==> src/rtl/fetch_pc_unit_pkg.sv <==
// fetch_pkg: shared types and instruction field positions for the fetch/PC stage.
package fetch_pkg;

    localparam int INSTR_W  = 32;

    // Instruction field slices (MIPS-style encoding)
    localparam int OP_MSB   = 31;
    localparam int OP_LSB   = 26;
    localparam int IMM_MSB  = 15;
    localparam int IMM_LSB  = 0;
    localparam int JIDX_MSB = 25;
    localparam int JIDX_LSB = 0;
    localparam int JIDX_W   = JIDX_MSB - JIDX_LSB + 1;

    typedef enum logic [1:0] {
        FETCH = 2'd0,
        WAIT  = 2'd1,
        ISSUE = 2'd2
    } fetch_state_t;

endpackage

==> src/rtl/fetch_pc_unit_next_pc.sv <==
// next_pc_logic: purely combinational next-PC selection (jump > taken branch > pc+4).
// All arithmetic wraps modulo 2^PC_W.
module next_pc_logic
    import fetch_pkg::*;
#(
    parameter int PC_W = 8
) (
    input  logic [PC_W-1:0]   pc,
    input  logic [JIDX_W-1:0] jidx,      // instr[25:0]; low 16 bits are the branch immediate
    input  logic              jump,
    input  logic              branch,
    input  logic              bne,
    input  logic              zero,
    output logic [PC_W-1:0]   next_pc,
    output logic              redirect   // jump or taken branch
);

    logic [PC_W-1:0] pc4;
    logic [15:0]     imm;
    logic            taken;

    assign pc4   = pc + PC_W'(3'd4);
    assign imm   = jidx[IMM_MSB:IMM_LSB];
    assign taken = (branch & zero) | (bne & ~zero);

    // Jump has absolute priority, then a resolved branch, else fall through.
    always_comb begin
        next_pc = pc4;
        if (jump)
            next_pc = PC_W'({jidx, 2'b00});
        else if (taken)
            next_pc = pc4 + PC_W'({{14{imm[15]}}, imm, 2'b00});
    end

    assign redirect = jump | taken;

endmodule

==> src/rtl/fetch_pc_unit.sv <==
// fetch_pc_unit: holds the PC, fetches one instruction over req/gnt/rvalid,
// presents it to the decoder and advances the PC once execute completes.
// Optional retire/redirect counters are enabled by defining FETCH_PERF_CNT_EN.
module fetch_pc_unit
    import fetch_pkg::*;
#(
    parameter int              PC_W     = 8,
    parameter logic [PC_W-1:0] RESET_PC = '0
) (
    input  logic               clk,
    input  logic               rst_n,
`ifdef FETCH_PERF_CNT_EN
    output logic [31:0]        retired_cnt,
    output logic [31:0]        taken_cnt,
`endif
    output logic               imem_req,
    output logic [PC_W-1:0]    imem_addr,
    input  logic               imem_gnt,
    input  logic               imem_rvalid,
    input  logic [INSTR_W-1:0] imem_rdata,
    output logic [INSTR_W-1:0] instr,
    output logic               instr_valid,
    output logic [PC_W-1:0]    pc,
    input  logic               exec_done,
    input  logic               jump,
    input  logic               branch,
    input  logic               bne,
    input  logic               zero
);

    fetch_state_t    state, state_nxt;
    logic [PC_W-1:0] next_pc;
    logic            redirect;
    logic            load_instr;
    logic            retire;

    assign load_instr = (state == WAIT)  && imem_rvalid;
    assign retire     = (state == ISSUE) && exec_done;
    assign imem_addr  = pc;

    next_pc_logic #(.PC_W(PC_W)) u_next_pc (
        .pc       (pc),
        .jidx     (instr[JIDX_MSB:JIDX_LSB]),
        .jump     (jump),
        .branch   (branch),
        .bne      (bne),
        .zero     (zero),
        .next_pc  (next_pc),
        .redirect (redirect)
    );

    // State register
    always_ff @(posedge clk) begin
        if (!rst_n) state <= FETCH;
        else        state <= state_nxt;
    end

    // Next-state and request; req is masked during reset so it first rises after release
    always_comb begin
        state_nxt = state;
        imem_req  = 1'b0;
        case (state)
            FETCH: begin
                imem_req = rst_n;
                if (imem_gnt) state_nxt = WAIT;
            end
            WAIT:    if (imem_rvalid) state_nxt = ISSUE;
            ISSUE:   if (exec_done)   state_nxt = FETCH;
            default: state_nxt = FETCH;
        endcase
    end

    // PC and instruction holding registers
    always_ff @(posedge clk) begin
        if (!rst_n) begin
            pc          <= RESET_PC;
            instr       <= '0;
            instr_valid <= 1'b0;
        end else begin
            if (load_instr) begin
                instr       <= imem_rdata;
                instr_valid <= 1'b1;
            end
            if (retire) begin
                pc          <= next_pc;
                instr_valid <= 1'b0;
            end
        end
    end

`ifdef FETCH_PERF_CNT_EN
    // Retired-instruction and redirect counters, free-running with 32-bit wrap
    always_ff @(posedge clk) begin
        if (!rst_n) begin
            retired_cnt <= '0;
            taken_cnt   <= '0;
        end else if (retire) begin
            retired_cnt <= retired_cnt + 32'd1;
            if (redirect) taken_cnt <= taken_cnt + 32'd1;
        end
    end
`else
    logic unused_redirect;
    assign unused_redirect = redirect;
`endif

endmodule
==> config.mk <==
export PLATFORM = sky130hd
export DESIGN_NAME = fetch_pc_unit
export DESIGN_NICKNAME = d
export VERILOG_FILES = /design/src/rtl/fetch_pc_unit_pkg.sv /design/src/rtl/fetch_pc_unit_next_pc.sv /design/src/rtl/fetch_pc_unit.sv
export SDC_FILE = /design/constraint.sdc
export NUM_CORES = 1
export LEC_CHECK = 0
export BUFFER_PORTS_ARGS = -buffer_cell sky130_fd_sc_hd__buf_2
export CAP_MARGIN = 20
export CORE_MARGIN = 2
export CORE_UTILIZATION = 45
export CTS_CLUSTER_SIZE = 16
export DETAILED_ROUTE_END_ITERATION = 10
export PLACE_DENSITY_LB_ADDON = 0.3
export SLEW_MARGIN = 25
export SYNTH_ARGS = -nofsm -noshare
export SYNTH_HDL_FRONTEND = slang
export SYNTH_HIERARCHICAL = 1
export SYNTH_SLANG_ARGS = --single-unit
export TNS_END_PERCENT = 10
==> constraint.sdc <==
create_clock -name clk -period 6.88 [get_ports clk]
set_clock_uncertainty 0.1 [all_clocks]
set_input_delay 1.032 -clock clk [delete_from_list [all_inputs] [get_ports clk]]
set_output_delay 1.032 -clock clk [all_outputs]
set_load 0.02 [all_outputs]
* Yosys cells after proc, flatten, opt, wreduce, memory -nomap -nowiden
Index checks and enable logic that the tools add are counted.
Word-level totals: bits in registers 43, input bits 41, output and inout port bits 50
Operators by class: add/sub/neg operators 2, equal/unequal tests 5, mux-type cells 7, bitwise operators 5, reduce and logical (&&, ||, !) cells 5
Operators with widths (number):
- $mux 8 | 2
- $add 8x3->8 const B | 1
- $add 8x8->8 | 1
- $mux 2 | 3
- $ne 2x2->1 const B | 3
- $pmux 2 s3 | 1
- $reduce_and 3->1 | 1
- $and 1x1->1 | 2
- $eq 2x1->1 const B | 1
- $eq 2x2->1 const B | 1
- $logic_and 1x1->1 | 2
- $logic_not 2->1 | 1
- $not 1->1 | 2
- $reduce_or 2->1 | 1
- $mux 1 | 1
- $or 1x1->1 | 1

* Logic depth before layout (Yosys ltp)
Gate-level depths: netlist of run 1.
word-level depth 5, gate-level depth with buffers 11, depth with buffers taken out 11

* Cells and area by module
Netlist of run 1, hierarchy kept.
Modules (own cells, without submodules):
- fetch_pc_unit | times used 1, cells an instance 198, area an instance 1824.2 µm²
- next_pc_logic | times used 1, cells an instance 64, area an instance 452.9 µm²

* Least setup slack after synthesis of run 1
OpenSTA, ideal clock, no wires.
kind in2out, from in rst_n, to out imem_req, arrival 1.390 ns, data required time 5.748 ns, slack 4.358 ns, stages on the path 2, buffers on the path 0, cells stage by stage nand2b_1 nor2_1
On the way: word-level cells in the longest chain between the ends 1
RTL lines:
- start, declared | line fetch_pc_unit.sv:11 | input logic rst_n,
- $mux 1 | line fetch_pc_unit.sv:62 | case (state)
- end, declared | line fetch_pc_unit.sv:16 | output logic imem_req,
No other way between the ends.

* Final worst setup path of run 1
Same ends and word-level chain as after synthesis.

==> results_dict.tcl, run 1 <==
set metrics [dict create \
    crit_path_top_delay_cell "buf_4" \
    antenna_violating_nets_post_route 0 \
    layout.cells.most_common "buf_2" \
    crit_top_cell "buf_2" \
    first_global_vias 1687 \
    overall_routing_resource_usage_pct 16.5 \
    worstSetupEndpointType "output pin" \
    setup.worst_path.class "input port to output pin" \
    power.switching_w 0.000129 \
    die_area_sq_um 5650 \
    ctsResizeCount 0 \
    route.vias.total 1972 \
    min_period_ns 3.31 \
    port-buffer-count 90 \
    root_buffer "clkbuf_8" \
    setup_total_negative_slack_ns 0 \
    power_per_cell_area_nw_per_um2 203 \
    power_frac_clock_pct 40.0 \
    grt_setup_unrepaired "no" \
    timing.critical_path.arrival_ns 2.18 \
    timing.rr.start "imem_addr[2]" \
    number_of_antenna_violations_at_the_first_check_in_global_routing 0 \
    globalRouteOverflowTotal 0 \
    floorplan.initialDensity_pct 47.6 \
    detail_route.drc_violations 0 \
    detailedRoute.firstPassIterationCount 6 \
    chipHeight_um 75.1 \
    tritoncts "yes" \
    worst-r2r-setup-slack_ns 4.33 \
    holdPathEnd "instr[13]" \
    finalSetupViolCount 0 \
    wire_per_inst_um 11.3 \
    hold_path.startpoint "instr[13]" \
    coreArea_sq_um 4790 \
    final_cell_mix "buf_2 (90), nand2_1 (87), mux2i_1 (43), dfxtp_1 (43), nor2_1 (8)" \
    final_nets 386 \
    synth_cell_type_count 37 \
    clk_pin_slew_worst_paths_ns 0.08 \
    avgViaCountPerCell 4.87 \
    dp.final_hpwl_um 3310 \
    max_cap_viol_count 0 \
    min_period_over_period_pct 48.1 \
    critical_path_peak_fanout 83 \
    cpLargestDelayFamily "buffers and inverters" \
    hp-class "flip-flop to flip-flop" \
    synth_edf_count 0 \
    grt_first_pass_wirelength_um 7270 \
    globalplace.congestion 0.780 \
    seq_power_share_pct 46.9 \
    detailedPlace.worstSlack_ns 3.58 \
    total_leakage_power_nw 1.32 \
    worst_slack_ns 3.57 \
    timing_worst_slew_pin_value_ns 0.961 \
    worst_setup_path_start_kind "input port" \
    maximum_number_of_pins_on_one_net_before_global_route_repair 84 \
    max_stage_delay_ns 0.59 \
    finalPower_w 0.000563 \
    first_iter_violations 57 \
    peak_vdd_ir_v 0.000129 \
    mean_cell_area_of_the_mapped_netlist_sq_um 8.69 \
    number_of_rows_created_at_floorplan 25 \
    required_ns 5.75 \
    netlist_instances 262 \
    cts_setup_buffers 0 \
    dieWidth_um 75.1 \
    num_io_pins 91 \
    syn-num-nets 311 \
    postSynth.asyncResetShare_pct 0 \
    hold_depth 2 \
    rr_endpoint "imem_addr[6]" \
    ys_ff_latch 43 \
    critical_path.n_buffers_inverters 3 \
    p_int_w 0.000434 \
    finalMaxSlewViolations 0 \
    post_layout_nonfiller_instances 405 \
    p_sw_share_pct 22.9 \
    run_status "completed" \
    htree_num_levels 2 \
    share_of_layout_cells_above_drive_strength_1_pct 30.8 \
    synth_top_flop_cell "dfxtp_1" \
    comb_power_share_pct 13.1 \
    sequential_fraction_of_the_synthesis_area_pct 37.8 \
    antenna-diode-count 0 \
    reg2reg_depth 9 \
    yosysWarnings 6 \
    clock_tree.buffer_depth 2 \
    clock_insertion_delay_worst_skew_ns 0.29 \
    tritoncts.num_buffers 5 \
    cts_sinks 43 \
    postCtsHoldBufs 0 \
    wirelength_um 4580 \
    hold-worst-slack_ns 0.355 \
    crit_chain "buf_2 -> buf_4 -> nand2b_1 -> nor2_1 -> buf_2" \
    timing.fmax_mhz 302 \
    crit_path_start "rst_n" \
    placedCellCount 397 \
    timing.max_slew.rel_slack_pct 35.9 \
    synth.cell_area_sq_um 2280 \
    areaGrowthSynthToFinish_pct 21.7 \
    timing_hold_violations_final 0 \
]
[layer usage]
| metal | share of wire [%] | global-route usage (%) |
|---|---|---|
| met1 | 44 | 20.6 |
| met5 | 0 | 0 |
| met2 | 49 | 28.1 |
| met3 | 5.6 | 3.88 |
| met4 | 1.3 | 5.85 |
[state kept, by name (all words and copies together), names as in the netlist]
signal	count
state	2
instr_valid	1
instr	32
imem_addr	8
[power by group through the flow]
stage | sequential (W) | combinational (W) | clock [W]
after floorplan | 0.000279 | 0.0000428 | 0
after global placement | 0.000270 | 0.0000727 | 0
after detailed placement | 0.000270 | 0.0000744 | 0
after CTS | 0.000264 | 0.0000744 | 0.000233
after global routing | 0.000266 | 0.0000815 | 0.000242
final | 0.000264 | 0.0000735 | 0.000225
[cell usage after synthesis, types with 2 or more instances]
master | instances | share of area, %
nand2_1 | 87 | 14
a21o_1 | 2 | 0.66
mux2_2 | 2 | 0.99
xor2_1 | 2 | 0.77
mux2i_1 | 43 | 19
nand4_1 | 2 | 0.55
clkbuf_1 | 6 | 0.99
xnor2_1 | 3 | 1.2
a21oi_1 | 6 | 1.3
dfxtp_1 | 43 | 38
and3b_1 | 2 | 0.77
ha_1 | 7 | 3.8
a211oi_1 | 2 | 0.66
nor2_1 | 8 | 1.3
o21a_1 | 2 | 0.66
buf_12 | 3 | 2.6
nor2b_1 | 2 | 0.55
o21ai_0 | 7 | 1.5
buf_2 | 4 | 0.88
nand2b_1 | 3 | 0.82
inv_1 | 2 | 0.33
buf_4 | 9 | 3.0
[through the flow]
stage | instance area, sq um | utilization (%)
2_1_floorplan | 2280 | -
3_3_place_gp | 2640 | 55.1
3_5_place_dp | 2640 | 55.1
4_1_cts | 2770 | 57.9
5_1_grt | 2770 | 57.9
6_report | 2770 | 57.9
[cells by family after synthesis]
group | synth area share (%)
buf+inv | 8.30
mux | 19.9
compound gates | 6.26
flops | 37.8
fa+ha+maj | 4.73
simple gates | 21.1
xor+xnor | 1.92
[how the worst max path moves through the flow]
| stage | endpoint | slack, ns | depth (start not counted) |
|---|---|---|---|
| 2_1_floorplan | imem_req | 4.36 | 2 |
| 3_3_place_gp | imem_req | 3.59 | 5 |
| 3_5_place_dp | imem_req | 3.58 | 5 |
| 4_1_cts | imem_req | 3.56 | 5 |
| 5_1_grt | imem_req | 3.44 | 5 |
| 6_report | imem_req | 3.57 | 5 |
[worst min-delay path: cells and delay by family, from the launching register on]
kind             cells  cell delay [ns]
muxes                1             0.05
and+or+nand+nor      1             0.05
DFF                  1             0.31
[final cells by class]
cell class	instances	area, sq um
multi-input cells	194	1230
well taps	67	83.8
fillers	456	2010
repair buffers	91	458
clock buffers	6	72.6
flip-flops and latches	43	861
clock inverters	2	60.1
inverters	2	7.51
Note: power is estimated with default switching activity, not from simulation.
==> run 2: changes to the inputs <==
ABC_AREA = 1   (was default)
clock period = 3.1 ns   (was 6.88 ns; I/O delays follow)
==> run 2 against run 1 <==
Against the previous run:
- count of clock-buffer cells in the layout did not move
- hold slack got worse by 0.058 ns
- sequential power grew 130%
- design area is 0.36% higher
==> results_dict.tcl, run 2 <==
set metrics [dict create \
    post_layout_nonfiller_instances 506 \
    total_leakage_power_nw 1.71 \
    avgViaCountPerCell 4.40 \
    rr_endpoint "imem_addr[7]" \
    overall_routing_resource_usage_pct 17.7 \
    crit_path_top_delay_cell "dfxtp_1" \
    tritoncts.num_buffers 5 \
    antenna-diode-count 0 \
    setup.worst_path.class "flip-flop to flip-flop" \
    top_register "instr" \
    critical_path.n_buffers_inverters 1 \
    detail_route.drc_violations 0 \
    required_ns 3.18 \
    worstSetupEndpointType "flip-flop" \
    max_stage_delay_ns 0.46 \
    worst_setup_path_start_kind "flip-flop" \
    hold_depth 3 \
    holdPathEnd "instr[13]" \
    timing.fmax_mhz 430 \
    detailedRoute.firstPassIterationCount 4 \
    antenna_violating_nets_post_route 0 \
    final_cell_mix "nand2_1 (108), buf_2 (90), nor2_1 (86)" \
    final_nets 486 \
    areaGrowthSynthToFinish_pct 20.9 \
    timing.rr.start "imem_addr[2]" \
    peak_vdd_ir_v 0.000278 \
    tritoncts "yes" \
    dieWidth_um 75.5 \
    postCtsHoldBufs 0 \
    crit_top_cell "nand3_1" \
    globalRouteOverflowTotal 0 \
    coreArea_sq_um 5010 \
    grt_setup_unrepaired "no" \
    number_of_rows_created_at_floorplan 26 \
    hp-class "input port to flip-flop" \
    min_period_ns 2.32 \
    syn-num-nets 409 \
    finalPower_w 0.00115 \
    crit_chain "ha_1 -> nand3_1 -> xor2_1 -> inv_1 -> ha_1 -> a21oi_1 -> nand4_1 -> nand3_1 -> nand2_1 -> nand3_1 -> nand2_1 -> nor2_1 -> nor2_1" \
    max_cap_viol_count 0 \
    power_per_cell_area_nw_per_um2 415 \
    timing.critical_path.arrival_ns 2.40 \
    wire_per_inst_um 9.69 \
    yosysWarnings 6 \
    chipHeight_um 75.5 \
    ctsResizeCount 0 \
    hold-worst-slack_ns 0.298 \
    wirelength_um 4900 \
    layout.cells.most_common "nand2_1" \
    clock_insertion_delay_worst_skew_ns 0.28 \
    die_area_sq_um 5700 \
    finalMaxSlewViolations 0 \
    finalSetupViolCount 0 \
    cts_setup_buffers 0 \
    timing.max_slew.rel_slack_pct 67.5 \
    share_of_layout_cells_above_drive_strength_1_pct 23.6 \
    htree_num_levels 2 \
    worst-r2r-setup-slack_ns 0.78 \
    min_period_over_period_pct 75.0 \
    number_of_antenna_violations_at_the_first_check_in_global_routing 0 \
    first_global_vias 1836 \
    synth.cell_area_sq_um 2300 \
    root_buffer "clkbuf_8" \
    timing_hold_violations_final 0 \
    clk_pin_slew_worst_paths_ns 0.07 \
    largest_register_ffs 32 \
    placedCellCount 500 \
    timing_worst_slew_pin_value_ns 0.487 \
    timing.critical_path.depth 13 \
    globalplace.congestion 0.833 \
    grt_first_pass_wirelength_um 7740 \
    dp.final_hpwl_um 3570 \
    port-buffer-count 90 \
    route.vias.total 2225 \
    setup_total_negative_slack_ns 0 \
    mean_cell_area_of_the_mapped_netlist_sq_um 6.39 \
    clock_tree.buffer_depth 2 \
    first_iter_violations 94 \
    critical_path_peak_fanout 8 \
    run_status "completed" \
    netlist_instances 360 \
    post-route-cell-area_sq_um 2780 \
    reg2reg_depth 13 \
    floorplan.initialDensity_pct 45.9 \
    hold_path.startpoint "imem_rdata[13]" \
    cpLargestDelayFamily "simple AND/OR/NAND/NOR gates" \
    num_io_pins 91 \
    maximum_number_of_pins_on_one_net_before_global_route_repair 43 \
    cts_sinks 43 \
    detailed_place.area_sq_um 2710 \
]
run 2: final cells by class:
cell class	instances	area [sq um]
Tap cell	70	87.6
Fill cell	531	2230
Timing Repair Buffer	92	478
Sequential cell	43	861
Multi-Input combinational cell	239	1070
Clock buffer	6	72.6
Inverter	56	210
run 2: report_power, final:
part | internal (W) | leakage, nW | switching [W] | total, W
Combinational | 0.0000858 | 1.32 | 0.000141 | 0.000227
Clock | 0.000150 | 0.0371 | 0.000173 | 0.000323
Sequential | 0.000583 | 0.351 | 0.0000219 | 0.000605
Total | 0.000819 | 1.71 | 0.000336 | 0.00115
run 2: how the worst max path moves through the flow:
stage                 startpoint            to  slack, ns
finish              imem_addr[2]  imem_addr[7]       0.78
global route        imem_addr[2]  imem_addr[7]       0.61
CTS                 imem_addr[2]  imem_addr[7]       0.78
detailed placement  imem_addr[2]  imem_addr[7]       0.79
global placement    imem_addr[2]  imem_addr[7]       0.89
floorplan           imem_addr[2]  imem_addr[7]       0.87
run 2: stage by stage:
stage          worst slack, ns  utilization, %
5_1_grt                  0.613            55.5
3_5_place_dp             0.793            54.1
2_1_floorplan            0.867               -
6_report                 0.776            55.5
3_3_place_gp             0.887            54.1
4_1_cts                  0.777            55.5
run 2: routing by layer:
metal,up-vias,track usage [%],part of all wire [%]
met5,-,0,0
met4,0,5.26,1.2
met3,5,5.56,7.3
met2,67,30.4,47
met1,954,21.1,45
li1,1199,-,-
run 2: worst reg2reg max path, stage by stage, from the launching register on:
cell and delay (ns):
dfxtp_1 0.46, ha_1 0.23, nand3_1 0.10, xor2_1 0.15, inv_1 0.07, ha_1 0.32, a21oi_1 0.21, nand4_1 0.15
nand3_1 0.11, nand2_1 0.05, nand3_1 0.06, nand2_1 0.05, nor2_1 0.09, nor2_1 0.07
==> run 3: changes to the inputs <==
ABC_AREA = 0   (was 1)
CORE_UTILIZATION = 44   (was 45)
clock period = 2.1 ns   (was 3.1 ns; I/O delays follow)
==> run 3 against run 2 <==
Against the previous run:
- the flow now finishes with violations (negative setup slack)
- utilization is 3.8 points higher
- clock power increased by 90%
- wire length fell by 0.31%
- non-clock buffer count up 17
- first-iteration DRC count down 8.5%
- combinational power grew 14%
- largest power group unchanged
- highest routed layer unchanged
- worst setup slack lost 0.85 ns
- sequential share of layout area is 1.8 points lower
- critical path type unchanged
- register-to-register slack worse by 0.85 ns
- hold slack worse by 0.14 ns
- power is 50% higher
==> results_dict.tcl, run 3 (synthesized netlist as in run 1, its figures left out) <==
set metrics [dict create \
    floorplan.initialDensity_pct 45.2 \
    num_io_pins 91 \
    wirelength_um 4890 \
    worstSetupEndpointType "flip-flop" \
    final_cell_mix "buf_2 (90), nand2_1 (87), mux2i_1 (43)" \
    top_register "instr" \
    timing.rr.start "imem_addr[2]" \
    antenna-diode-count 0 \
    postCtsHoldBufs 0 \
    number_of_antenna_violations_at_the_first_check_in_global_routing 0 \
    setup_total_negative_slack_ns -0.131 \
    tritoncts.num_buffers 5 \
    required_ns 2.16 \
    timing.critical_path.arrival_ns 2.24 \
    detail_route.drc_violations 0 \
    hold_depth 3 \
    timing.fmax_mhz 460 \
    root_buffer "clkbuf_8" \
    worst_setup_path_start_kind "flip-flop" \
    wire_per_inst_um 11.5 \
    reg2reg_depth 10 \
    coreArea_sq_um 5040 \
    groute.layer.met1.usage_pct 20.0 \
    hold_path.startpoint "imem_rdata[17]" \
    first_iter_violations 86 \
    max_cap_viol_count 0 \
    peak_vdd_ir_v 0.000437 \
    overall_routing_resource_usage_pct 16.9 \
    dieWidth_um 75.9 \
    rr_endpoint "imem_addr[6]" \
    clock_insertion_delay_worst_skew_ns 0.29 \
    min_period_ns 2.18 \
    failing_checks "negative setup slack" \
    detailedPlace.worstSlack_ns -0.0978 \
    min_period_over_period_pct 104 \
    port-buffer-count 90 \
    top_usage_layer "met2" \
    grt_setup_unrepaired "yes" \
    grt.met2_usage_pct 29.5 \
    globalplace.congestion 0.801 \
    met3_usage_pct 3.69 \
    htree_num_levels 2 \
    setup.worst_path.class "flip-flop to flip-flop" \
    detailedRoute.firstPassIterationCount 4 \
    finalSetupViolCount 2 \
    dp.final_hpwl_um 3630 \
    globalRouteOverflowTotal 0 \
    avgViaCountPerCell 4.84 \
    critical_path_peak_fanout 4 \
    grt_first_pass_wirelength_um 8150 \
    route.vias.total 2060 \
    hp-class "input port to flip-flop" \
    areaGrowthSynthToFinish_pct 31.4 \
    maximum_number_of_pins_on_one_net_before_global_route_repair 42 \
    clk_pin_slew_worst_paths_ns 0.08 \
    timing_hold_violations_final 0 \
    first_global_vias 1900 \
    share_of_layout_cells_above_drive_strength_1_pct 38.2 \
    die_area_sq_um 5770 \
    final_nets 404 \
    largest_register_ffs 32 \
    hold-worst-slack_ns 0.159 \
    worst-r2r-setup-slack_ns -0.08 \
    tritoncts "yes" \
    antenna_violating_nets_post_route 0 \
    finalMaxSlewViolations 0 \
    worst_slack_ns -0.0755 \
    run_status "finished, violations left" \
    total_leakage_power_nw 1.42 \
    power_per_cell_area_nw_per_um2 579 \
    cts_sinks 43 \
    chipHeight_um 75.9 \
    timing.max_slew.rel_slack_pct 66.3 \
    number_of_rows_created_at_floorplan 26 \
    clock_tree.buffer_depth 2 \
    holdPathEnd "instr[17]" \
    layout.cells.most_common "buf_2" \
    timing_worst_slew_pin_value_ns 0.506 \
]
-- run 3: cell types whose count changed in the layout (fill, tap and decap cells not counted), moves of 5 or more --
cell	delta
nor2_1	-78
inv_1	-51
nand3_1	-7
mux2i_1	+43
o21ai_0	+5
buf_4	+17
nand2_1	-21
-- run 3: critical path, cell delays in order, from the launching register on --
cell and delay, ns:
dfxtp_4 0.38, ha_4 0.17, xor2_4 0.19, ha_4 0.23
a21o_1 0.18, a21oi_2 0.15, xor2_1 0.18, a21oi_1 0.08
mux2_2 0.26, nand2_1 0.06, mux2i_1 0.06
-- run 3: final cells by class --
type | instances | area (sq um)
Sequential cell | 43 | 872
Multi-Input combinational cell | 194 | 1310
Inverter | 2 | 7.51
Clock buffer | 7 | 108
Timing Repair Buffer | 109 | 606
Fill cell | 465 | 2050
Clock inverter | 1 | 5.00
Tap cell | 70 | 87.6
-- run 3: repair_timing --
| item | 4_1_cts | 5_1_grt |
|---|---|---|
| cloned | 0 | 0 |
| setup buffers | 1 | 2 |
| pin swaps | 2 | 8 |
| endpoints found under the setup margin | 3 | 4 |
| gates resized for setup | 2 | 8 |
-- run 3: per-layer routing --
| layer | up-vias | routed length (um) |
|---|---|---|
| met5 | - | 0 |
| li1 | 1044 | - |
| met3 | 8 | 265 |
| met1 | 950 | 2100 |
| met4 | 0 | 116 |
| met2 | 58 | 2400 |
-- run 3: worst max path at each step --
| stage | start | endpoint | slack [ns] | cells past startpoint |
|---|---|---|---|---|
| 2_1_floorplan | imem_addr[2] | imem_addr[7] | -0.02 | 10 |
| 3_3_place_gp | imem_addr[2] | imem_addr[6] | -0.04 | 9 |
| 3_5_place_dp | imem_addr[2] | imem_addr[6] | -0.1 | 10 |
| 4_1_cts | imem_addr[2] | imem_addr[6] | -0.09 | 9 |
| 5_1_grt | imem_addr[2] | imem_addr[7] | -0.16 | 11 |
| 6_report | imem_addr[2] | imem_addr[6] | -0.08 | 10 |
-- run 3: per-stage QoR --
stage | utilization [%] | std cells | instance area [sq um] | power (W)
5_1_grt | 59.3 | 426 | 2990 | 0.00182
3_5_place_dp | 55.5 | 415 | 2800 | 0.00114
2_1_floorplan | - | 262 | 2310 | 0.00105
4_1_cts | 58.0 | 424 | 2920 | 0.00176
6_report | 59.3 | 426 | 2990 | 0.00173
3_3_place_gp | 55.5 | 415 | 2800 | 0.00113
-- run 3: power by group --
group,internal (W),leakage (nW),switching (W)
clock,0.000337,0.0594,0.000277
sequential,0.000841,0.351,0.0000206
combinational,0.000115,1.01,0.000143
total,0.00129,1.42,0.000441
